`src/rtl/compute_inverse.sv`:
```
// Recovers in1 (mod 128) from a forward result res = 2*in1 + in0 + k, flagging
// results whose parity cannot come from any in1. Three-state valid/ready pipeline.
module compute_inverse (
   input  logic       clk,
   input  logic       rst,
   input  logic       in_valid,
   output logic       in_ready,
   input  logic [7:0] in0,
   input  logic [7:0] res,
   output logic       out_valid,
   input  logic       out_ready,
   output logic [7:0] in1_rec,
   output logic       par_err,
   output logic [7:0] word_cnt,
   output logic [7:0] err_cnt
);

   typedef enum logic [1:0] {IDLE, CALC, DONE} state_t;

   state_t     state_q, state_d;
   logic [7:0] in0_q, in0_d;
   logic [7:0] res_q, res_d;
   logic [7:0] in1_rec_q, in1_rec_d;
   logic       par_err_q, par_err_d;
   logic [7:0] word_cnt_q, word_cnt_d;
   logic [7:0] err_cnt_q, err_cnt_d;
   logic [7:0] k;
   logic [7:0] diff;

   always_comb begin
      state_d    = state_q;
      in0_d      = in0_q;
      res_d      = res_q;
      in1_rec_d  = in1_rec_q;
      par_err_d  = par_err_q;
      word_cnt_d = word_cnt_q;
      err_cnt_d  = err_cnt_q;
      in_ready   = 1'b0;
      out_valid  = 1'b0;
      // Odd in0 uses k = -1, so the subtraction below wraps to +1.
      k          = in0_q[0] ? 8'hFF : 8'd3;
      diff       = res_q - in0_q - k;

      case (state_q)
         IDLE: begin
            in_ready = 1'b1;
            if (in_valid) begin
               in0_d   = in0;
               res_d   = res;
               state_d = CALC;
            end
         end
         CALC: begin
            in1_rec_d = {1'b0, diff[7:1]};
            par_err_d = diff[0];
            state_d   = DONE;
         end
         DONE: begin
            out_valid = 1'b1;
            if (out_ready) begin
               word_cnt_d = word_cnt_q + 8'd1;
               if (par_err_q) err_cnt_d = err_cnt_q + 8'd1;
               state_d = IDLE;
            end
         end
         default: state_d = IDLE;
      endcase
   end

   always_ff @(posedge clk) begin
      if (rst) begin
         state_q    <= IDLE;
         in0_q      <= '0;
         res_q      <= '0;
         in1_rec_q  <= '0;
         par_err_q  <= 1'b0;
         word_cnt_q <= '0;
         err_cnt_q  <= '0;
      end else begin
         state_q    <= state_d;
         in0_q      <= in0_d;
         res_q      <= res_d;
         in1_rec_q  <= in1_rec_d;
         par_err_q  <= par_err_d;
         word_cnt_q <= word_cnt_d;
         err_cnt_q  <= err_cnt_d;
      end
   end

   assign in1_rec  = in1_rec_q;
   assign par_err  = par_err_q;
   assign word_cnt = word_cnt_q;
   assign err_cnt  = err_cnt_q;

endmodule

```
`config.mk`:
```
export PLATFORM = sky130hd
export DESIGN_NAME = compute_inverse
export DESIGN_NICKNAME = d
export VERILOG_FILES = /design/src/rtl/compute_inverse.sv
export SDC_FILE = /design/constraint.sdc
export NUM_CORES = 1
export LEC_CHECK = 0
export ABC_AREA = 1
export CORE_UTILIZATION = 45
export CTS_CLUSTER_SIZE = 20
export DETAILED_ROUTE_END_ITERATION = 8
export MAX_ROUTING_LAYER = met4
export PLACE_DENSITY = 0.72
export RECOVER_POWER = 100
export SETUP_SLACK_MARGIN = 0.02
export SYNTH_ARGS = -nofsm -noshare
export SYNTH_HDL_FRONTEND = slang
export SYNTH_SLANG_ARGS = --single-unit
```
`constraint.sdc`:
```
create_clock -name clk -period 6.4 [get_ports clk]
set_clock_uncertainty 0.2 [all_clocks]
set_input_delay 0.96 -clock clk [delete_from_list [all_inputs] [get_ports clk]]
set_output_delay 0.96 -clock clk [all_outputs]
set_load 0.02 [all_outputs]
```
==> metrics.md <==
| Metric | Value |
|---|---|
| Outcome | finished clean |
| Ys flop type | dfxtp_1 |
| CP Launch Type | input port |
| Crit share post-route | 0.427 |
| Vias in the first global route | 1772 |
| Initial core utilization | 0.470 |
| Die Wd | 72.5 um |
| Count leader, synth | nand2_1 |
| Syn-to-layout area delta | 25.8% |
| Worst path cell trace | dlygate4sd3_1 > nand3_1 > nor2_1 > nand3_1 > o21ai_0 > a21oi_1 |
| Fin. Hold Viols | 0 |
| Post-layout min period | 2.73 ns |
| CP endpoint kind | flop |
| DRT Pass-1 Iters | 5 |
| Asr flop ratio synth | 0 |
| Post-Route WL | 4380 um |
| VDD IR-drop max | 0.000170 V |
| Sequential fraction of the synthesis area | 0.376 |
| Hold_buf cts | 0 |
| Setup Crit Path Kind | input port to flop |
| Tot GR Track Use | 0.187 |
| Detailed Route Iter0 Violations | 133 |
| Hold path cells | 2 |
| Core area | 0.00475 mm^2 |
| Hold crit path type | flop to flop |
| Initial antenna violation count | 0 |
| Synth Register Bits | 42 |
| Synth area leaders | dfxtp_1, nand2_1, inv_1, o21ai_0, nor2_1 |
| Num CTS Buffers | 5 |
| DR vias/cell | 4.68 |
| Post-Syn Area | 0.00224 mm^2 |
| Largest net degree at the start of global routing | 29 |
| Buffer count from post-CTS setup fixing | 0 |
| Clock root buffer | clkbuf_8 |
| IO Pins | 47 |
| Most frequent cells after synthesis | nand2_1, inv_1, dfxtp_1 |
| Unrepaired setup endpoints after global routing | no |
| Cell variety after synth | 25 |
| Final Max Slew Viols | 0 |
| Max incr delay on CP | 0.58 ns |
| Syn. warnings | 0 |
| Post-Route Setup TNS | 0 ns |
| Syn Nets | 347 |
| Setup Viol. Count Final | 0 |
| Synth area leader | dfxtp_1 |
| Slowest stage cell on the critical path | dlygate4sd3_1 |
| Drt wl/cell | 10.4 um |
| CTS tree | yes |
| Final setup margin | 3.67 ns |
| Total number of vias | 1980 |
| Hold Startpoint | in0_q[7] |
| Pre-CTS setup slack | 3.39 ns |
| Clock sinks | 42 |
| CTS Buffer Depth | 2 |
| Clock slew at reported path FFs | 0.08 ns |
| Worst reg-to-reg path cell count | 10 |
| Row cnt | 25 |
| # nets final | 392 |
| Clock latency on the worst-skew pair | 0.29 ns |
| GPL Wtd Cong | 0.844 |
| EDFF count, synth | 0 |
| Avg Cell Area, Syn | 7.21 um^2 |
| Gate Count Post-Synth | 310 |
| Total die area | 0.00525 mm^2 |
| Worst r2r src | in0_q[0] |
| WP data required | 6.38 ns |
| Measured slew at the worst slew-check pin | 0.911 ns |
| Fmax | 0.366 GHz |
| Post-DP HPWL | 3260 um |
| Cts repair resizes | 0 |
| Die height | 72.5 um |
| Yosys top cell area share | 0.376 |
| Share of cells above drive strength 1 | 0.0169 |
| PortBufs | 45 |
| CP max FO | 8 |
| Leakage power | 1.32 nW |
| H-tree Lvls | 2 |
| Post-route DRC | 0 |
| Slew margin rel. | 0.390 |
| First-pass GRT wire length | 7470 um |
| Reg2reg setup slack | 3.94 ns |
| Pwr/cell area | 240 mW/mm^2 |
| Gr ovfl total | 0 |
| Critical Path AT | 2.71 ns |
| RR Endpoint | in1_rec[4] |
| Post-DRT Antenna Nets | 0 |
| Worst path most repeated cell | nand3_1 |
| Hold Path End | in0_q[7] |
| Maxcap violations | 0 |
| Diode count | 0 |
cells by family after synthesis:
kind of cell	count (synthesis)	share of synthesized area
adders and majority gates	17	0.115
other	1	0.00168
buffers and inverters	57	0.100
AOI/OAI and AO/OA	58	0.133
DFF	42	0.376
xor gates and xnor gates	5	0.0196
and+or+nand+nor	130	0.254
where the power goes:
group / leakage (nW) / total (mW) / internal [mW] / switching (mW)
Sequential: 0.344 / 0.285 / 0.276 / 0.00920
Combinational: 0.922 / 0.185 / 0.0771 / 0.108
Clock: 0.0524 / 0.205 / 0.117 / 0.0880
routing by layer:
metal	track usage	wire [um]
met2	0.316	2050
met5	-	0
met4	0.0588	54
met1	0.223	2110
met3	0.0389	171
how the worst max path moves through the flow:
| stage | from | endpoint | slack, ns | cells after the start |
|---|---|---|---|---|
| after floorplan | in0_q[0] | in1_rec[6] | 4.16 | 11 |
| after global placement | rst | par_err | 3.47 | 4 |
| after detailed placement | rst | word_cnt[4] | 3.39 | 4 |
| after CTS | rst | word_cnt[4] | 3.67 | 4 |
| after global routing | out_ready | err_cnt[4] | 3.44 | 6 |
| final | out_ready | err_cnt[5] | 3.67 | 6 |
layout make-up:
class                   instances  area, um^2
well taps                      67        83.8
fillers                       460        1940
inverters                      50         188
repair buffers                 45         450
clock buffers                   7        76.3
flip-flops and latches         42         841
multi-input cells             211        1140
clock inverters                 1        30.0
worst max-delay path: cells and delay by family:
| family | cells | cell delay, ns |
|---|---|---|
| compound gates | 2 | 0.27 |
| simple gates | 3 | 0.90 |
| buf+inv | 1 | 0.58 |
cells in the final DEF, fill, tap and decap left out, drive strengths merged:
| cell | count |
|---|---|
| nor3 | 4 |
| clkbuf | 7 |
| a21oi | 25 |
| bufinv | 1 |
| xor2 | 2 |
| clkdlybuf4s50 | 16 |
| nor2 | 41 |
| o211ai | 1 |
| dfxtp | 42 |
| dlygate4sd3 | 29 |
| xnor2 | 3 |
| nor3b | 1 |
| fa | 6 |
| nand3b | 2 |
| conb | 1 |
| nand3 | 17 |
| nand4 | 6 |
| o21a | 1 |
| nand2 | 59 |
| inv | 50 |
| o21ai | 30 |
| o21bai | 1 |
| ha | 11 |
through the flow:
step	cells	hold WS (ns)	cell area [um^2]	total power [mW]	util
6_report	423	0.288	2810	0.675	0.592
3_3_place_gp	415	0.272	2730	0.476	0.575
2_1_floorplan	310	0.257	2240	0.429	-
5_1_grt	423	0.319	2810	0.722	0.592
3_5_place_dp	415	0.281	2730	0.479	0.575
4_1_cts	423	0.292	2840	0.684	0.597
flip-flops by register name, summed over array words and instances (netlist names):
register	flops
res_q	8
in1_rec	7
par_err	1
in0_q	8
err_cnt	8
word_cnt	8
state_q	2
(Power assumes the default switching activity.)
